<file path="config.mk">
export PLATFORM = sky130hd
export DESIGN_NAME = mem_bus_arbiter
export DESIGN_NICKNAME = d
export VERILOG_FILES = /design/src/rtl/mem_bus_arbiter.sv
export SDC_FILE = /design/constraint.sdc
export NUM_CORES = 1
export LEC_CHECK = 0
export ABC_AREA = 0
export BUFFER_PORTS_ARGS = -buffer_cell sky130_fd_sc_hd__buf_2
export CAP_MARGIN = 10
export CORE_MARGIN = 4
export CORE_UTILIZATION = 35
export CTS_CLUSTER_SIZE = 25
export DETAILED_ROUTE_END_ITERATION = 10
export GPL_TIMING_DRIVEN = 0
export REMOVE_ABC_BUFFERS = 1
export SLEW_MARGIN = 20
export SYNTH_ARGS = -nofsm -noshare
export SYNTH_HDL_FRONTEND = slang
export SYNTH_SLANG_ARGS = --single-unit
</file>
<file path="constraint.sdc">
create_clock -name clock -period 2 [get_ports clock]
set_input_delay 0.3 -clock clock [delete_from_list [all_inputs] [get_ports clock]]
set_output_delay 0.3 -clock clock [all_outputs]
set_load 0.1 [all_outputs]
</file>
<file path="src/rtl/mem_bus_arbiter.sv">
// mem_bus_arbiter
//   Shares one byte-wide memory port (20-bit address, 8-bit data) between the
//   CPU core and a DMA/video requester, using round-robin arbitration.
//   A CPU request carries a segment:offset address and may be a byte or a
//   16-bit word. A word is split into two byte cycles, low byte first. A DMA
//   request is always a single byte at a physical address.
//
// Ports
//   clock, reset_n                : clock (rising edge) and async active-low reset
//   cpu_req/we/word/seg/off/wdata : CPU request, held until cpu_ack
//   cpu_rdata, cpu_ack            : CPU read data (valid with ack), 1-cycle ack pulse
//   dma_req/we/addr/wdata         : DMA request, held until dma_ack
//   dma_rdata, dma_ack            : DMA read byte (valid with ack), 1-cycle ack pulse
//   address, out, wren            : memory address, write data and write enable (registered)
//   data                          : memory read data, valid one cycle after its address
module mem_bus_arbiter #(
  parameter bit RESET_PRIO = 1'b0
) (
  input  logic        clock,
  input  logic        reset_n,
  input  logic        cpu_req,
  input  logic        cpu_we,
  input  logic        cpu_word,
  input  logic [15:0] cpu_seg,
  input  logic [15:0] cpu_off,
  input  logic [15:0] cpu_wdata,
  output logic [15:0] cpu_rdata,
  output logic        cpu_ack,
  input  logic        dma_req,
  input  logic        dma_we,
  input  logic [19:0] dma_addr,
  input  logic [7:0]  dma_wdata,
  output logic [7:0]  dma_rdata,
  output logic        dma_ack,
  output logic [19:0] address,
  input  logic [7:0]  data,
  output logic [7:0]  out,
  output logic        wren
);

  typedef enum logic [1:0] {IDLE, LO, HI, FIN} state_t;

  state_t      state, state_nxt;
  logic        prio, prio_nxt;           // 1: DMA wins the next tie
  logic        gnt_dma, gnt_dma_nxt;
  logic        op_we, op_we_nxt;
  logic        op_word, op_word_nxt;
  logic [19:0] addr_lo, addr_lo_nxt;
  logic [19:0] addr_hi, addr_hi_nxt;
  logic [15:0] op_wdata, op_wdata_nxt;
  logic [19:0] address_nxt;
  logic [7:0]  out_nxt;
  logic        wren_nxt;
  logic        cpu_ack_nxt, dma_ack_nxt;
  logic [15:0] cpu_rdata_nxt;
  logic [7:0]  dma_rdata_nxt;
  logic        cpu_vld, dma_vld, pick_dma;

  // Real-mode style translation; the 20-bit result wraps naturally.
  function automatic logic [19:0] phys_addr(input logic [15:0] seg, input logic [15:0] off);
    return {seg, 4'b0000} + {4'b0000, off};
  endfunction

  // A requester whose ack is high this cycle is still holding its old
  // request, so it must not be granted again.
  assign cpu_vld  = cpu_req & ~cpu_ack;
  assign dma_vld  = dma_req & ~dma_ack;
  assign pick_dma = dma_vld & (~cpu_vld | prio);

  always_comb begin
    state_nxt     = state;
    prio_nxt      = prio;
    gnt_dma_nxt   = gnt_dma;
    op_we_nxt     = op_we;
    op_word_nxt   = op_word;
    addr_lo_nxt   = addr_lo;
    addr_hi_nxt   = addr_hi;
    op_wdata_nxt  = op_wdata;
    address_nxt   = address;
    out_nxt       = out;
    wren_nxt      = wren;
    cpu_ack_nxt   = 1'b0;
    dma_ack_nxt   = 1'b0;
    cpu_rdata_nxt = cpu_rdata;
    dma_rdata_nxt = dma_rdata;

    case (state)
      IDLE: begin
        if (cpu_vld || dma_vld) begin
          gnt_dma_nxt = pick_dma;
          prio_nxt    = ~pick_dma;
          if (pick_dma) begin
            op_we_nxt    = dma_we;
            op_word_nxt  = 1'b0;
            addr_lo_nxt  = dma_addr;
            addr_hi_nxt  = dma_addr;
            op_wdata_nxt = {8'h00, dma_wdata};
          end else begin
            op_we_nxt    = cpu_we;
            op_word_nxt  = cpu_word;
            addr_lo_nxt  = phys_addr(cpu_seg, cpu_off);
            // Offset wraps inside the segment before translation.
            addr_hi_nxt  = phys_addr(cpu_seg, cpu_off + 16'd1);
            op_wdata_nxt = cpu_wdata;
          end
          address_nxt = addr_lo_nxt;
          wren_nxt    = op_we_nxt;
          out_nxt     = op_wdata_nxt[7:0];
          state_nxt   = LO;
        end
      end
      LO: begin
        if (op_word) begin
          address_nxt = addr_hi;
          wren_nxt    = op_we;
          out_nxt     = op_wdata[15:8];
          state_nxt   = HI;
        end else begin
          wren_nxt    = 1'b0;
          state_nxt   = FIN;
        end
      end
      HI: begin
        wren_nxt = 1'b0;
        // Memory now returns the low byte addressed during LO.
        if (!op_we && !gnt_dma) cpu_rdata_nxt[7:0] = data;
        state_nxt = FIN;
      end
      FIN: begin
        if (!op_we) begin
          if (gnt_dma)      dma_rdata_nxt       = data;
          else if (op_word) cpu_rdata_nxt[15:8] = data;
          else              cpu_rdata_nxt       = {8'h00, data};
        end
        cpu_ack_nxt = ~gnt_dma;
        dma_ack_nxt = gnt_dma;
        state_nxt   = IDLE;
      end
      default: state_nxt = IDLE;
    endcase
  end

  always_ff @(posedge clock or negedge reset_n) begin
    if (!reset_n) begin
      state     <= IDLE;
      prio      <= RESET_PRIO;
      gnt_dma   <= 1'b0;
      op_we     <= 1'b0;
      op_word   <= 1'b0;
      addr_lo   <= '0;
      addr_hi   <= '0;
      op_wdata  <= '0;
      address   <= '0;
      out       <= '0;
      wren      <= 1'b0;
      cpu_ack   <= 1'b0;
      dma_ack   <= 1'b0;
      cpu_rdata <= '0;
      dma_rdata <= '0;
    end else begin
      state     <= state_nxt;
      prio      <= prio_nxt;
      gnt_dma   <= gnt_dma_nxt;
      op_we     <= op_we_nxt;
      op_word   <= op_word_nxt;
      addr_lo   <= addr_lo_nxt;
      addr_hi   <= addr_hi_nxt;
      op_wdata  <= op_wdata_nxt;
      address   <= address_nxt;
      out       <= out_nxt;
      wren      <= wren_nxt;
      cpu_ack   <= cpu_ack_nxt;
      dma_ack   <= dma_ack_nxt;
      cpu_rdata <= cpu_rdata_nxt;
      dma_rdata <= dma_rdata_nxt;
    end
  end

endmodule
</file>
==> results of run 1 <==
metal layers:
| layer | vias to the layer above | track usage (%) |
|---|---|---|
| li1 | 2659 | - |
| met1 | 2579 | 24.2 |
| met2 | 153 | 32.1 |
| met3 | 15 | 5.29 |
| met4 | 0 | 4.14 |
| met5 | - | 0 |
Yosys cell counts (5+ instances only):
cell,count,area (µm²)
xnor2_1,23,201
nor2_1,33,124
a32oi_1,6,52.6
o31ai_1,8,60.1
nand2b_1,5,31.3
inv_1,12,45.0
a21oi_1,56,280
buf_2,14,70.1
nand2_1,114,428
a31oi_1,6,37.5
clkbuf_1,10,37.5
a22o_1,9,78.8
dfrtp_1,89,2230
mux2_2,14,158
o21ai_0,44,220
o21ai_1,23,115
and3_1,6,37.5
nor3_1,5,25.0
a22oi_1,5,37.5
mux2i_1,11,110
and2_1,8,50.1
xor2_1,9,78.8
mux2_1,8,90.1
a211oi_1,7,52.6
a21o_1,8,60.1
buf_1,5,18.8
nand3_1,17,85.1
ha_1,31,388
o211ai_1,6,45.0
kinds of logic after synthesis:
kind of cell / Yosys count
simple gates: 210
compound gates: 207
flops: 89
buf+inv: 44
mux: 33
fa+ha+maj: 33
xor+xnor: 32
metrics by stage:
step                std cells  TNS, ps  total power, µW
finish                   1028    -2040            13700
global route             1028    -3500            14500
CTS                      1025    -3180            13600
detailed placement        984   -28900            11400
global placement          978  -121960            11000
floorplan                 617   -48920             9470
sequential cells by signal, summed over array words and instances (netlist names):
signal and cells:
op_wdata 8, cpu_ack 1, cpu_rdata 16, out 8, gnt_dma 1, address 20, op_word 1, addr_hi 20
wren 1, dma_rdata 8, state 2, prio 1, op_we 1, dma_ack 1
worst max path at each step:
stage | start | cells after the start | slack (ps) | to
3_3_place_gp | state[1] | 7 | -2640 | address[16]
5_1_grt | cpu_off[2] | 14 | -470 | addr_hi[19]
4_1_cts | cpu_off[4] | 14 | -320 | addr_hi[15]
3_5_place_dp | cpu_off[2] | 14 | -1080 | addr_hi[19]
6_report | cpu_off[2] | 14 | -350 | addr_hi[17]
2_1_floorplan | state[1] | 7 | -1260 | address[16]
final cells by class:
class | count | area (µm²) | area share (%)
Tap cell | 216 | 270 | 3.47
Timing Repair Buffer | 178 | 1140 | 14.7
Inverter | 13 | 48.8 | 0.627
Sequential cell | 89 | 2230 | 28.6
Clock buffer | 10 | 229 | 2.94
Clock inverter | 6 | 76.3 | 0.981
Multi-Input combinational cell | 516 | 3780 | 48.7
power by group:
group          total [µW]  leakage, µW  switching [µW]  internal [µW]
combinational        8770      0.00230            6410           2360
sequential           3150      0.00110             493           2660
clock                1770     0.000149             781            990
placed cells by master (no fill, tap or decap), types with 7 or more instances in the layout:
master / n
dfrtp_1: 88
xor2_1: 8
a21o_1: 8
mux2_2: 10
a22o_1: 9
xnor2_1: 17
ha_4: 7
nor2_1: 28
buf_4: 24
a21oi_1: 48
mux2i_1: 11
o21ai_1: 29
buf_2: 139
ha_1: 21
clkbuf_16: 9
inv_1: 11
nand3_1: 14
mux2_1: 8
o21ai_0: 33
nand2_1: 108
what timing repair did:
| action | CTS | global route |
|---|---|---|
| gates resized for setup | 59 | 56 |
| pin swaps | 37 | 40 |
| setup buffers | 23 | 3 |
| hold buffers | 1 | 0 |
| setup endpoints to repair | 51 | 45 |
| hold endpoints to repair | 27 | 0 |
| gates cloned | 1 | 0 |
==> impl_results.md, run 1 <==
- Max layer used: met4
- Yosys warnings: 0
- Worst path bufs/invs: 2
- Worst path required time: 2280 ps
- Skew final: 4.31 ps
- Initial Util: 35.9%
- Vias: 5406
- CTS tree: done
- Simple-Gate Fraction of Synth Area: 16.4%
- Synth Register Bits: 89
- I/O pins: 146
- Compound-Gate Fraction of Synth Area: 22.8%
- Clk Latency, worst-skew pair: 350 ps
- Failing checks: negative setup slack
- Post-place instance area: 6760 µm²
- Leakage: 0.00356 µW
- Synth Area in Adders: 7.45%
- Synth async-reset ratio: 100%
- Hold_sp: cpu_wdata[8]
- Reg2reg start: state[1]
- Die Height: 136 µm
- Delay-heaviest family, CP: simple AND/OR/NAND/NOR gates
- Crit share post-route: 117%
- Unique masters post-synth: 65
- Initial antenna violation count: 0
- Post-synthesis sequential area ratio: 38.8%
- 1st-pass router iterations: 4
- H-tree depth: 3
- Status: finished, violations left
- Relative slew slack: 63.8%
- # DRC: 0
- Final WS setup: -349 ps
- Layout cells sized above 1: 35.5%
- FP Rows: 46
- TritonCTS Sinks: 89
- DP Wirelength: 12.6 mm
- Pre-CTS setup slack: -1080 ps
- Routed met1 length: 7.69 mm
- Crit path largest cell delay: 360 ps
- PortBufs: 145
- Routed Antenna Nets: 0
- Worst setup SP type: input port
- Critical Path Fanout Max: 4
- WHS: 166 ps
- Setup CP Type: input port to flip-flop
- Final setup violation count: 10
- CP Data Arrival Time: 2630 ps
- Critical Path End Type: flip-flop
- Clk slew on worst S/H paths: 70 ps
- Nets: 931
- Mux contribution to synthesized area: 6.23%
- Synth Flop Type: dfrtp_1
- Hold-critical path endpoint: op_wdata[8]
- CP Cell Sequence: buf_8 -> and3_4 -> and2_4 -> nand3_2 -> nor2_4 -> nand4_1 -> xnor2_1 -> ha_1 -> and2_4 -> and4_1 -> a32oi_2 -> buf_4 -> or3_1 -> nand3_1
- EDFF count, synth: 0
- R2R Setup Slk: 60 ps
- Clock Path Buffers: 2
- Max-cap violations: 0
- Die Width: 136 µm
- Largest net degree at the start of global routing: 63
- Area grow syn2layout: 35.5%
- Post-Synth XOR/XNOR Area: 4.88%
- CTS root buf: clkbuf_16
- Post-DR wirelength/cell: 17.0 µm
- Gr ovfl total: 0
- Min cycle time layout: 2350 ps
- Via/cell ratio: 5.26
- Hold path depth: 2
- GRT Total Usage: 19.0%
- Slew @ Worst Pin: 542 ps
- Cells after synthesis: 648
- R2r endpoint: address[16]
- DR iter-0 viols: 276
- Max stage delay cell, worst path: ha_1
- Final Wtd Congestion: 0.915
- RSZ-0062 raised after global routing: yes
- ANT cells: 0
- First-pass GRT wire length: 27.9 mm
- Max IR drop VDD: 0.00112 V
- Fin area: 7780 µm²
- Die area: 18500 µm²
- Avg Cell Area, Syn: 8.86 µm²
- Final Max Slew Viols: 0
- Power Density: 1760 nW/µm²
- Core area: 16000 µm²
- WL final: 17.5 mm
- Most used cell, CP: and2_4
- Largest family of logic cells by synthesized area: compound AO/OA/AOI/OAI gates
- Vias in the first global route: 5339
- Layout fillers: 1549
- Worst R2R Path Depth: 10
- Hold Vio Cnt, Final: 0
- Wire length on met3: 1.08 mm
- Syn Std Cell Area: 5740 µm²
- Fmax: 0.426 GHz
- Routed met2 length: 8.47 mm
- Final design utilization: 48.6%
- Worst hold path type: input port to flip-flop
- Clock buffers created by TritonCTS: 9
(Power assumes the default switching activity.)
==> run 2: changes to the inputs <==
- ABC_AREA: 0 -> 1
- PLACE_DENSITY: unset -> 0.68
==> impl_results.md, run 2 <==
- RSZ-0062 raised after global routing: yes
- Min cycle time layout: 2170 ps (-174 ps)
- Critical Path Fanout Max: 3 (-1)
- Commonest cells in the netlist: nand2_1, inv_1, dfrtp_1, nor2_1, nand3_1
- Relative slew slack: 55.8% (-8.0 points)
- Core area: 16800 µm² (+4.7%)
- CTS root buf: clkbuf_16
- 1st-pass router iterations: 5 (+1)
- CTS tree: done
- Power Density: 1690 nW/µm² (-4.1%)
- FP Rows: 47 (+2.2%)
- Max-cap violations: 0 (unchanged)
- Max stage delay cell, worst path: ha_4
- Die Width: 140 µm (+2.6%)
- TritonCTS Sinks: 89 (unchanged)
- Hold Vio Cnt, Final: 0 (unchanged)
- Worst path bufs/invs: 2 (unchanged)
- Post-synthesis sequential area ratio: 36.8% (-2.0 points)
- Vias in the first global route: 5859 (+9.7%)
- Yosys warnings: 0 (unchanged)
- DP Wirelength: 12.9 mm (+2.5%)
- Routed Antenna Nets: 0 (unchanged)
- Unique masters post-synth: 42 (-35%)
- PortBufs: 145 (unchanged)
- Largest registers: addr_hi x20, address x20, cpu_rdata x16
- Area grow syn2layout: 31.1%
- Via/cell ratio: 5.04 (-4.1%)
- Clock Path Buffers: 2 (unchanged)
- Die area: 19500 µm² (+5.2%)
- Crit share post-route: 109% (-8.7 points)
- I/O pins: 146 (unchanged)
- Post-DR wirelength/cell: 15.3 µm (-9.7%)
- H-tree depth: 3 (unchanged)
- Clk Latency, worst-skew pair: 340 ps (about the same)
- Failing checks: negative setup slack
- WHS: 184 ps (+17.3 ps)
- Vias: 6183 (+14%)
- Syn Std Cell Area: 6060 µm² (+5.5%)
- Nets: 1125 (+21%)
- Final Max Slew Viols: 0 (unchanged)
- Final Wtd Congestion: 0.924 (+1.0%)
- Area share of the largest cell type after synthesis: 36.8% (-2.0 points)
- Worst hold path type: input port to flip-flop
- Avg Cell Area, Syn: 7.13 µm² (-19%)
- Worst setup SP type: input port
- Fmax: 0.460 GHz (+8.0%)
- Clk slew on worst S/H paths: 70 ps (about the same)
- Critical Path End Type: flip-flop
- Most used cell, CP: nor2_4
- Most instantiated library cell after synthesis: nand2_1
- Clock buffers created by TritonCTS: 9 (unchanged)
- Die Height: 140 µm (+2.6%)
- Synth top area cells: dfrtp_1, nand2_1, ha_1, inv_1, nand3_1
- Final Non-Filler Cells: 1226 (+19%)
- DR iter-0 viols: 367 (+33%)
- Layout fillers: 1661 (+7.2%)
- Layout cells sized above 1: 28.3% (-7.1 points)
- Final WS setup: -175 ps (+174 ps)
- Max IR drop VDD: 0.00105 V (-5.8%)
- Placed Instances: 1187 (+21%)
- Final setup violation count: 10 (unchanged)
- Synth async-reset ratio: 100% (unchanged)
- Synth Register Bits: 89 (unchanged)
- Crit path largest cell delay: 240 ps (-120 ps)
- Setup CP Type: input port to flip-flop
- Largest net degree at the start of global routing: 57 (-9.5%)
- CP Data Arrival Time: 2440 ps (-190 ps)
- Worst path required time: 2270 ps (about the same)
- CP Cell Sequence: buf_8 -> nand3_4 -> nor2_4 -> nand2_4 -> nor2_4 -> nand2_2 -> nor2_4 -> xor2_2 -> inv_2 -> ha_4 -> a21oi_2 -> o21a_1 -> nand2_2 -> a21o_1 -> nand2_1 -> nand3_2 -> nand2_1
- EDFF count, synth: 0 (unchanged)
- Skew final: 12.8 ps (+8.54 ps)
- Most common cell after layout, fill and taps aside: nand2_1
- GRT Total Usage: 18.7% (-0.28 points)
- Slew @ Worst Pin: 663 ps (+121 ps)
- Final design utilization: 47.4% (-1.2 points)
- WL final: 18.8 mm (+7.6%)
- Synth Flop Type: dfrtp_1
- Initial Util: 36.1% (+0.26 points)
- # DRC: 0 (unchanged)
- Gr ovfl total: 0 (unchanged)
- Synth area leader: dfrtp_1
- Most frequent cells in the layout: nand2_1, buf_2, inv_1, dfrtp_1, nor2_1
- First-pass GRT wire length: 29.9 mm (+7.5%)
- Cells after synthesis: 849 (+31%)
- Status: finished, violations left
- Delay-heaviest family, CP: simple AND/OR/NAND/NOR gates
- ANT cells: 0 (unchanged)
- Initial antenna violation count: 0 (unchanged)
- Leakage: 0.00414 µW (+16%)
[run 2: cell count changes in the layout (fill, tap and decap cells not counted), sizes merged, moves of 12 or more]
cell,before,now
o21ai,68,56
or2,2,14
nor2,35,69
inv,15,109
xnor2,23,9
mux2,22,0
nand3,19,63
nand2,114,263
buf,177,165
[run 2: worst paths after layout]
check,startpoint,to,slack [ps],cells after the start
setup reg to reg,state[0],addr_hi[10],100,8
hold reg to reg,address[18],address[18],480,2
min in group asynchronous,reset_n,address[1],420,2
setup / recovery,cpu_off[0],addr_hi[16],-170,17
hold / removal,cpu_word,op_word,180,2
max in group asynchronous,reset_n,state[1],990,3
[run 2: cells by family (layout without fill, tap and decap cells)]
| group | Yosys count | count (layout) | share of synthesized area [%] |
|---|---|---|---|
| flops | 89 | 89 | 36.8 |
| simple gates | 426 | 429 | 30.4 |
| compound gates | 147 | 147 | 14.1 |
| buf+inv | 136 | 290 | 9.05 |
| xor+xnor | 18 | 18 | 2.60 |
| fa+ha+maj | 33 | 33 | 7.07 |
[run 2: metrics by stage]
step	worst slack [ps]	power (µW)	instance area, µm²	setup TNS, ps
2_1_floorplan	-502	9550	5910	-12000
3_3_place_gp	-1660	11200	6910	-71650
3_5_place_dp	-1310	11300	6950	-40290
4_1_cts	-156	13300	7590	-1550
5_1_grt	-273	14200	7940	-2500
6_report	-175	13400	7940	-1210
[run 2: worst reg2reg max path: stages (launching register included)]
cell and delay, ps:
dfrtp_1 440, inv_1 120, ha_1 240, inv_2 120, nor2_8 270, nand2_4 190
inv_8 210, nand3_1 130, o211ai_1 90
[run 2: cell type report]
| cell class | instances | area (µm²) | area share [%] |
|---|---|---|---|
| repair buffers | 166 | 981 | 12.4 |
| multi-input cells | 627 | 3740 | 47.1 |
| clock inverters | 7 | 53.8 | 0.677 |
| well taps | 220 | 275 | 3.47 |
| inverters | 108 | 438 | 5.51 |
| clock buffers | 9 | 225 | 2.84 |
| flip-flops and latches | 89 | 2230 | 28.0 |
[run 2: timing repair]
item / CTS / global route
setup buffers: 10 / 9
pin swaps: 22 / 35
hold buffers: 1 / 0
cloned: 3 / 0
endpoints found under the hold margin: 33 / 0
setup endpoints to repair: 54 / 61
resized for setup: 60 / 71
[run 2: metal layers]
metal	part of all wire (%)	track usage, %
met1	46	25.9
met2	46	30.8
met3	5.6	2.81
met4	1.9	4.69
met5	0	0
[run 2: power by group]
group / internal (µW) / leakage (µW) / switching, µW
Clock: 852 / 0.000128 / 755
Sequential: 2670 / 0.00109 / 483
Combinational: 1870 / 0.00292 / 6780
